### config.mk
export PLATFORM = sky130hd
export DESIGN_NAME = dino_game_ctrl
export DESIGN_NICKNAME = d
export VERILOG_FILES = /design/src/rtl/dino_pkg.sv /design/src/rtl/dino_bcd_counter.sv /design/src/rtl/dino_game_ctrl.sv
export SDC_FILE = /design/constraint.sdc
export NUM_CORES = 1
export LEC_CHECK = 0
export BUFFER_PORTS_ARGS = -buffer_cell sky130_fd_sc_hd__clkbuf_2
export CORE_MARGIN = 2
export CORE_UTILIZATION = 40
export CTS_CLUSTER_SIZE = 20
export DETAILED_ROUTE_END_ITERATION = 6
export HOLD_SLACK_MARGIN = 0.1
export PLACE_DENSITY = 0.68
export SYNTH_ARGS = -nofsm -noshare
export SYNTH_HDL_FRONTEND = slang
export SYNTH_SLANG_ARGS = --single-unit
### constraint.sdc
create_clock -name CLK -period 2.26 [get_ports CLK]
set_input_delay 0.565 -clock CLK [delete_from_list [all_inputs] [get_ports CLK]]
set_output_delay 0.565 -clock CLK [all_outputs]
set_load 0.1 [all_outputs]
### src/rtl/dino_pkg.sv
// Shared types and constants for the dino game controller and its neighbours.
// The obstacle unit imports the same frame constants so both agree on pacing.
package dino_pkg;

   typedef enum logic [1:0] {
      IDLE = 2'd0,
      RUN  = 2'd1,
      OVER = 2'd2
   } game_state_t;

   typedef logic [3:0] bcd_digit_t;

   localparam bcd_digit_t BCD_NINE = 4'd9;

   localparam int DEF_SCORE_DIGITS     = 4;
   localparam int DEF_FRAMES_PER_POINT = 6;
   localparam int DEF_HIT_THRESHOLD    = 4;
   localparam int DEF_RESTART_HOLDOFF  = 30;

endpackage

### src/rtl/dino_bcd_counter.sv
// Multi-digit BCD up-counter with synchronous clear; sticks at all-nines.
module dino_bcd_counter
   import dino_pkg::*;
#(
   parameter int DIGITS = DEF_SCORE_DIGITS
) (
   input  logic                  CLK,
   input  logic                  RESET,
   input  logic                  clear,
   input  logic                  inc,
   output logic [4*DIGITS-1:0]   count,
   output logic                  saturated
);

   logic [4*DIGITS-1:0] count_d;
   logic                carry;
   bcd_digit_t          dig;

   // Ripple the +1 through the digits (9 -> 0 with carry) and flag all-nines.
   // NOTE: every signal written here gets a default first so no latch is inferred.
   always_comb begin
      count_d   = count;
      carry     = 1'b1;
      saturated = 1'b1;
      dig       = '0;
      for (int i = 0; i < DIGITS; i++) begin
         dig = count[4*i +: 4];
         if (dig != BCD_NINE) begin
            saturated = 1'b0;
         end
         if (carry) begin
            if (dig == BCD_NINE) begin
               count_d[4*i +: 4] = '0;
            end else begin
               count_d[4*i +: 4] = dig + 4'd1;
               carry             = 1'b0;
            end
         end
      end
   end

   // Count register: clear wins over increment; no wrap past all-nines.
   // NOTE: state is updated with non-blocking assignments so all flops sample together.
   always_ff @(posedge CLK) begin
      if (RESET || clear) begin
         count <= '0;
      end else if (inc && !saturated) begin
         count <= count_d;
      end
   end

endmodule

### src/rtl/dino_game_ctrl.sv
// Game-state controller: collision detection, IDLE/RUN/OVER FSM and BCD score.
// Optional feature macro: DINO_HI_SCORE_EN adds a hi_score output kept across restarts.
module dino_game_ctrl
   import dino_pkg::*;
#(
   parameter int SCORE_DIGITS     = DEF_SCORE_DIGITS,
   parameter int FRAMES_PER_POINT = DEF_FRAMES_PER_POINT,
   parameter int HIT_THRESHOLD    = DEF_HIT_THRESHOLD,
   parameter int RESTART_HOLDOFF  = DEF_RESTART_HOLDOFF
) (
   input  logic                      CLK,
   input  logic                      RESET,
   input  logic                      fresh,
   input  logic                      visible,
   input  logic                      button_jump,
   input  logic                      dino_px,
   input  logic                      obstacle_px,
   output logic                      game_status,
   output logic                      game_over,
   output logic [4*SCORE_DIGITS-1:0] score
`ifdef DINO_HI_SCORE_EN
   ,
   output logic [4*SCORE_DIGITS-1:0] hi_score
`endif
);

   localparam int HC_W = $clog2(HIT_THRESHOLD + 1);
   localparam int HO_W = (RESTART_HOLDOFF > 0) ? $clog2(RESTART_HOLDOFF + 1) : 1;
   localparam int FC_W = (FRAMES_PER_POINT > 1) ? $clog2(FRAMES_PER_POINT) : 1;

   localparam logic [HC_W-1:0] HIT_MAX = HC_W'(HIT_THRESHOLD);
   localparam logic [HO_W-1:0] HO_LOAD = HO_W'(RESTART_HOLDOFF);
   localparam logic [FC_W-1:0] FC_LAST = FC_W'(FRAMES_PER_POINT - 1);

   game_state_t     state_q, state_d;
   logic            fresh_q, frame_end;
   logic            btn_meta, btn_sync, btn_prev, btn_rise;
   logic            start_req;
   logic [HC_W-1:0] hit_cnt;
   logic            hit;
   logic [FC_W-1:0] frame_cnt;
   logic            point_due;
   logic [HO_W-1:0] holdoff;
   logic            start_game, collide, score_inc, score_sat;

   // Frame boundary is the falling edge of fresh, matching the renderers.
   assign frame_end = fresh_q & ~fresh;
   assign btn_rise  = btn_sync & ~btn_prev;
   assign hit       = (hit_cnt >= HIT_MAX);
   assign point_due = (frame_cnt == FC_LAST);

   // Register the frame strobe, synchronize the button and latch one start request per press.
   always_ff @(posedge CLK) begin
      if (RESET) begin
         fresh_q   <= 1'b0;
         btn_meta  <= 1'b0;
         btn_sync  <= 1'b0;
         btn_prev  <= 1'b0;
         start_req <= 1'b0;
      end else begin
         fresh_q   <= fresh;
         btn_meta  <= button_jump;
         btn_sync  <= btn_meta;
         btn_prev  <= btn_sync;
         // A press landing on frame_end itself survives into the next frame.
         start_req <= btn_rise | (start_req & ~frame_end);
      end
   end

   // Saturating count of overlapping dino/obstacle pixels within the current frame.
   always_ff @(posedge CLK) begin
      if (RESET || frame_end) begin
         hit_cnt <= '0;
      end else if (state_q == RUN && visible && dino_px && obstacle_px && hit_cnt != HIT_MAX) begin
         hit_cnt <= hit_cnt + 1'b1;
      end
   end

   // Next-state decode; every decision is taken only at frame_end.
   always_comb begin
      state_d    = state_q;
      start_game = 1'b0;
      collide    = 1'b0;
      score_inc  = 1'b0;
      case (state_q)
         IDLE: begin
            if (frame_end && start_req) begin
               state_d    = RUN;
               start_game = 1'b1;
            end
         end
         RUN: begin
            if (frame_end) begin
               if (hit) begin
                  state_d = OVER;
                  collide = 1'b1;
               end else begin
                  score_inc = point_due & ~score_sat;
               end
            end
         end
         OVER: begin
            if (frame_end && start_req && holdoff == '0) begin
               state_d    = RUN;
               start_game = 1'b1;
            end
         end
         default: state_d = IDLE;
      endcase
   end

   // State register plus registered status outputs.
   always_ff @(posedge CLK) begin
      if (RESET) begin
         state_q     <= IDLE;
         game_status <= 1'b0;
         game_over   <= 1'b0;
      end else begin
         state_q     <= state_d;
         game_status <= (state_d == RUN);
         game_over   <= collide;
      end
   end

   // Frames-per-point pacing in RUN and the restart holdoff in OVER.
   always_ff @(posedge CLK) begin
      if (RESET) begin
         frame_cnt <= '0;
         holdoff   <= '0;
      end else begin
         if (start_game) begin
            frame_cnt <= '0;
         end else if (state_q == RUN && frame_end && !hit) begin
            frame_cnt <= point_due ? '0 : frame_cnt + 1'b1;
         end
         if (collide) begin
            holdoff <= HO_LOAD;
         end else if (state_q == OVER && frame_end && holdoff != '0) begin
            holdoff <= holdoff - 1'b1;
         end
      end
   end

   dino_bcd_counter #(
      .DIGITS (SCORE_DIGITS)
   ) u_score (
      .CLK       (CLK),
      .RESET     (RESET),
      .clear     (start_game),
      .inc       (score_inc),
      .count     (score),
      .saturated (score_sat)
   );

`ifdef DINO_HI_SCORE_EN
   // Best score, captured on RUN->OVER. Valid BCD orders the same as unsigned
   // binary, so a plain compare equals a digit-wise compare from the MSB.
   always_ff @(posedge CLK) begin
      if (RESET) begin
         hi_score <= '0;
      end else if (collide && score > hi_score) begin
         hi_score <= score;
      end
   end
`endif

endmodule

==> metrics.md, run 1 <==
| Metric | Value |
|---|---|
| Remaining global-route overflow | 0 |
| Vias/cell | 5.541 |
| Placed Instance Area | 1993 um^2 |
| Dominant cell type by area after synthesis | dfxtp_1 |
| Yosys cell types | 44 |
| PwrDens | 585.7 nW/um^2 |
| End of the critical path | u_score.count[4] |
| Max IR drop VDD | 0.2637 mV |
| Met2 wire len | 1.774 mm |
| IO Count | 25 |
| Placement row count | 24 |
| DRC Markers | 0 |
| Reg2reg setup slack | 0.23 ns |
| Minimum clock period after layout | 2.027 ns |
| Post-synth ARST share | 0% |
| Period utilization | 89.69% |
| Placement Setup Slack | 0.1431 ns |
| Post-CTS Setup Inserts | 0 |
| Largest net degree at the start of global routing | 16 |
| Global router's overall resource usage | 16.26% |
| Chip height | 71.33 um |
| Setup TNS | 0 ns |
| Status | finished clean |
| Cells after Synth | 201 |
| P_leak | 0.7820 nW |
| Sw power | 252.1 uW |
| Avg Synthesized Cell Area | 9.020 um^2 |
| Area grow syn2layout | 15.87% |
| Max-cap violations | 0 |
| Wl on met1 | 1.868 mm |
| Die ar. | 5087 um^2 |
| Post-synth top area share | 39.75% |
| Vias | 1568 |
| Hpwl dp | 2.715 mm |
| N_diodes | 0 |
| Crit path max-delay cell type | or4b_1 |
| CTS tree | done |
| TritonCTS Buffers | 5 |
| Achievable Freq | 0.4933 GHz |
| Post_cts resized | 0 |
| Die W | 71.33 um |
| Internal power | 978.2 uW |
| Combinational share of power | 2.8% |
| Final setup skew | 0.004244 ns |
| Arrival @ worst endpoint | 2.20 ns |
| Drt wl/cell | 13.52 um |
| Final Hold Vio Count | 0 |
| R2r endpoint | u_score.count[4] |
| Yosys reg bits | 36 |
| Critical Path Start | holdoff[0] |
| RD Place Congestion | 0.8451 |
| Initial core utilization | 41.64% |
| Synth Warn # | 0 |
| Clock power frac | 45.1% |
| Cells on worst reg2reg path | 7 |
| Sequential power share | 52.1% |
| RSZ-0062 raised after global routing | no |
| Post-synthesis sequential area ratio | 39.75% |
| Max incr delay on CP | 0.58 ns |
| 1st-pass router iterations | 4 |
| CTS Buffer Depth | 2 |
| Clock-pin slew on the worst setup and hold paths | 0.07 ns |
| Setup violators final | 0 |
| Crit end category | flip-flop |
| Post-route cell area | 2101 um^2 |
| Sw frac | 20.49% |
| Instance count on the critical path | 7 |
| Post-Syn Area | 1813 um^2 |
| Clk sink count | 36 |
| Via count of the first global-routing pass | 1469 |
| Share of cells above drive strength 1 | 22.94% |
| Global-route wire length before repair | 6.548 mm |
| Final wirelength | 3.827 mm |
| Syn Nets | 212 |
| Crit-path cells | inv_1 -> ha_1 -> or4b_1 -> a211oi_1 -> buf_4 -> or3_1 -> mux2i_1 |
| EDFF count, synth | 0 |
| H-tree depth | 2 |
| CTS hold repair buffers | 0 |
| Final nets | 241 |
| Port-buffer cells | 24 |
| Reg2Reg Launch Point | holdoff[0] |
| Slew Limit Headroom | 63.85% |
| Buffers & Inverters on Critical Path | 2 |
| Core area | 4354 um^2 |
| Synth Flop Type | dfxtp_1 |
| Fin. max-slew vios | 0 |
| Metal3 WL | 109 um |
| Hold Path Class | flip-flop to flip-flop |
| Critical path class | flip-flop to flip-flop |
| Crit path launch type | flip-flop |
| Initial antenna violation count | 0 |
| Top layer in use | met4 |
| Top post-synthesis cells by area | dfxtp_1 40%, a21oi_1 5.0%, xor2_1 3.9% |
| CP Max Fanout | 7 |
| Worst Max-Slew Pin Slew | 0.5446 ns |
| Final ANT Viol Nets | 0 |
| Setup ws final | 0.2329 ns |
| Worst-skew pair later-pin latency | 0.29 ns |
| CP required | 2.43 ns |
| CTS Root Cell | clkbuf_8 |
| Family with the most delay on the worst path | simple AND/OR/NAND/NOR gates |
| Iter 0 DRT Violations | 58 |
-- kinds of logic (layout without fill, tap and decap cells) --
| kind of cell | count (synthesis) | count (layout) | share of synthesized area (%) |
|---|---|---|---|
| buffers and inverters | 14 | 44 | 4.002 |
| AO/OA/AOI/OAI | 35 | 35 | 12.01 |
| XOR/XNOR | 11 | 11 | 5.314 |
| multiplexers | 4 | 4 | 2.277 |
| flip-flops | 36 | 36 | 39.75 |
| adder cells (fa/ha/maj) | 4 | 4 | 2.761 |
| AND/OR/NAND/NOR | 97 | 97 | 33.88 |
-- how the worst min path moves through the flow --
stage,from,to,depth (start not counted)
after global routing,btn_meta,btn_sync,1
after detailed placement,btn_meta,btn_sync,1
final,btn_meta,btn_sync,1
after CTS,btn_meta,btn_sync,1
after floorplan,btn_meta,btn_sync,1
after global placement,btn_meta,btn_sync,1
-- power groups by stage --
| stage | combinational (mW) | clock [mW] | sequential [mW] |
|---|---|---|---|
| 2_1_floorplan | 0.0236 | 0 | 0.656 |
| 3_3_place_gp | 0.0343 | 0 | 0.655 |
| 3_5_place_dp | 0.0345 | 0 | 0.655 |
| 4_1_cts | 0.0346 | 0.572 | 0.641 |
| 5_1_grt | 0.0382 | 0.599 | 0.641 |
| 6_report | 0.0343 | 0.555 | 0.641 |
-- layout make-up --
type / instances / area [um^2]
multi-input combinational: 151 / 1020
fill: 417 / 2253
tap: 52 / 65.06
clock inverter: 2 / 35.03
clock buffer: 6 / 72.57
sequential: 36 / 728.2
inverter: 8 / 30.03
timing repair buffer: 28 / 150.1
-- Yosys cell counts, drive strengths merged (2+ instances only) --
cell / n
nand4: 7
ha: 4
nand4bb: 2
nor3: 7
and2: 2
nor2b: 10
xor2: 8
a21oi: 18
a211oi: 2
nand2: 13
dfxtp: 36
nor4: 4
o21ai: 3
nand2b: 4
or3: 4
a31oi: 2
nor2: 12
o31ai: 6
or4: 6
mux2i: 3
inv: 8
and4bb: 6
buf: 5
nand3: 9
and3: 2
xnor2: 3
nand3b: 4
-- layer usage --
| layer | GRT usage [%] | vias to the layer above |
|---|---|---|
| met5 | 0 | - |
| met4 | 7.966 | 0 |
| met3 | 4.219 | 7 |
| met2 | 25.21 | 21 |
| met1 | 21.06 | 748 |
| li1 | - | 792 |
-- metrics by stage --
| stage | hold WS, ns | total power, mW | instances | utilization [%] |
|---|---|---|---|---|
| 3_3_place_gp | 0.4176 | 0.6895 | 275 | 45.78 |
| 6_report | 0.4406 | 1.230 | 283 | 48.25 |
| 2_1_floorplan | 0.4138 | 0.6798 | 201 | - |
| 5_1_grt | 0.4652 | 1.278 | 283 | 48.25 |
| 3_5_place_dp | 0.4405 | 0.6899 | 275 | 45.78 |
| 4_1_cts | 0.4502 | 1.247 | 283 | 48.25 |
-- registers in the layout, indices dropped and copies added, names as in the netlist --
register / flops
btn_meta: 1
frame_cnt: 3
hit_cnt: 3
btn_prev: 1
state_q: 2
u_score.count: 16
game_status: 1
game_over: 1
holdoff: 5
fresh_q: 1
btn_sync: 1
start_req: 1
-- placed cells by master (no fill, tap or decap), types with 8 or more instances in the layout --
cell,instances
nand3_1,9
nor2_1,10
xor2_1,8
inv_1,8
dfxtp_1,30
nand2_1,12
clkbuf_2,24
nor2b_1,10
a21oi_1,18
(Power assumes the default switching activity.)
==> run 2, diff against run 1 <==
clock period = 2.6 ns   (was 2.26 ns; I/O delays follow)
==> run 2 against run 1 <==
Net effect:
- core utilization is 0.52 points lower
- via count decreased by 3.4%
- combinational power shrank 17%
- critical path depth fell by 1
- sequential power fell by 13%
- routed wire length fell by 5.5%
- fmax down 2.5%
- non-clock buffer count is 2 lower
- register-to-register slack better by 0.29 ns
- cell area is 1.1% lower
- sequential share of layout area is essentially flat
- critical path type unchanged
- largest cell class unchanged
==> metrics.md, run 2 (synthesized netlist as in run 1, its figures left out) <==
| Metric | Value |
|---|---|
| Status | finished clean |
| Drt wl/cell | 12.87 um |
| H-tree depth | 2 |
| Most frequent cells in the layout | 36 x dfxtp_1, 24 x clkbuf_2, 18 x a21oi_1 |
| Placement row count | 24 |
| Hpwl dp | 2.567 mm |
| RSZ-0062 raised after global routing | no |
| CTS Buffer Depth | 2 |
| Clock power frac | 45.1% |
| Worst-skew pair later-pin latency | 0.29 ns |
| Setup TNS | 0 ns |
| Largest net degree at the start of global routing | 22 |
| Period utilization | 79.96% |
| Area grow syn2layout | 14.63% |
| DRC Markers | 0 |
| Worst Max-Slew Pin Slew | 0.5693 ns |
| Global-route wire length before repair | 6.396 mm |
| Port-buffer cells | 24 |
| Setup violators final | 0 |
| Post-CTS Setup Inserts | 0 |
| CTS Root Cell | clkbuf_8 |
| Sequential power share | 52.2% |
| Global router's overall resource usage | 15.63% |
| Max IR drop VDD | 0.2552 mV |
| Crit end category | flip-flop |
| Largest Register | u_score.count |
| Number of flip-flops in the largest register | 16 |
| Crit path launch type | flip-flop |
| Final ANT Viol Nets | 0 |
| Hold Path Class | flip-flop to flip-flop |
| Sw power | 216.2 uW |
| Vias/cell | 5.391 |
| Clock-pin slew on the worst setup and hold paths | 0.07 ns |
| TritonCTS Buffers | 5 |
| Achievable Freq | 0.4810 GHz |
| Die W | 71.33 um |
| CTS hold repair buffers | 0 |
| Layout Utilization | 47.73% |
| Final nets | 239 |
| Final Hold Vio Count | 0 |
| Arrival @ worst endpoint | 2.24 ns |
| P_leak | 0.7697 nW |
| Hold slack | 0.4393 ns |
| N_diodes | 0 |
| Iter 0 DRT Violations | 47 |
| Internal power | 850.0 uW |
| Sw frac | 20.28% |
| Final setup skew | 0.006587 ns |
| Initial antenna violation count | 0 |
| CP required | 2.77 ns |
| Minimum clock period after layout | 2.079 ns |
| Combinational share of power | 2.7% |
| Share of cells above drive strength 1 | 19.65% |
| Final wirelength | 3.617 mm |
| Commonest non-fill, non-tap cell in the layout | dfxtp_1 |
| RD Place Congestion | 0.7703 |
| Post_cts resized | 0 |
| Slew Limit Headroom | 61.82% |
| Remaining global-route overflow | 0 |
| PwrDens | 513.0 nW/um^2 |
| IO Count | 25 |
| CP Max Fanout | 7 |
| Die ar. | 5087 um^2 |
| Clk sink count | 36 |
| Critical path class | flip-flop to flip-flop |
| Reg2reg setup slack | 0.52 ns |
| Max-cap violations | 0 |
| Vias | 1515 |
| Regs by FF count | u_score.count x16, holdoff x5 |
| Core area | 4354 um^2 |
| CTS tree | done |
| 1st-pass router iterations | 4 |
| Via count of the first global-routing pass | 1409 |
| Post-route cell area | 2078 um^2 |
| Fin. max-slew vios | 0 |
| Initial core utilization | 41.64% |
| Placed Instance Area | 1971 um^2 |
| Chip height | 71.33 um |
-- run 2: per-stage QoR --
step,total power [mW],std cells,setup WS [ns]
finish,1.066,281,0.5209
global route,1.111,281,0.4184
global placement,0.5982,273,0.3760
floorplan,0.5910,201,0.3054
CTS,1.082,281,0.5156
detailed placement,0.5986,273,0.3403
-- run 2: cell type report --
type	count	area (um^2)
clock buffer	6	72.57
clock inverter	2	35.03
fill	422	2276
inverter	8	30.03
multi-input combinational	151	1020
sequential	36	720.7
tap	52	65.06
timing repair buffer	26	135.1
-- run 2: power groups by stage --
| stage | Sequential [mW] | Clock (mW) | Combinational (mW) |
|---|---|---|---|
| finish | 0.557 | 0.481 | 0.0286 |
| global route | 0.557 | 0.522 | 0.0323 |
| CTS | 0.557 | 0.496 | 0.0292 |
| detailed placement | 0.570 | 0 | 0.0291 |
| global placement | 0.569 | 0 | 0.0287 |
| floorplan | 0.571 | 0 | 0.0205 |
-- run 2: worst max-delay path: stages, from the launching register on --
cell and delay, ns:
dfxtp_1 0.34, inv_1 0.08, ha_1 0.14, or4b_1 0.58
a211oi_1 0.57, or3_1 0.19, mux2i_1 0.06
-- run 2: per-layer routing --
| layer | vias up | track usage [%] | wire length (um) |
|---|---|---|---|
| met2 | 15 | 24.59 | 1687 |
| met5 | - | 0 | 0 |
| met3 | 5 | 3.376 | 107 |
| met1 | 705 | 20.37 | 1765 |
| met4 | 0 | 7.547 | 56 |
| li1 | 790 | - | - |
-- run 2: final timing paths --
path / start / end / depth (start not counted)
setup / recovery: holdoff[0] / u_score.count[4] / 6
hold / removal: btn_meta / btn_sync / 1
setup reg to reg: holdoff[0] / u_score.count[4] / 6
hold reg to reg: btn_meta / btn_sync / 1
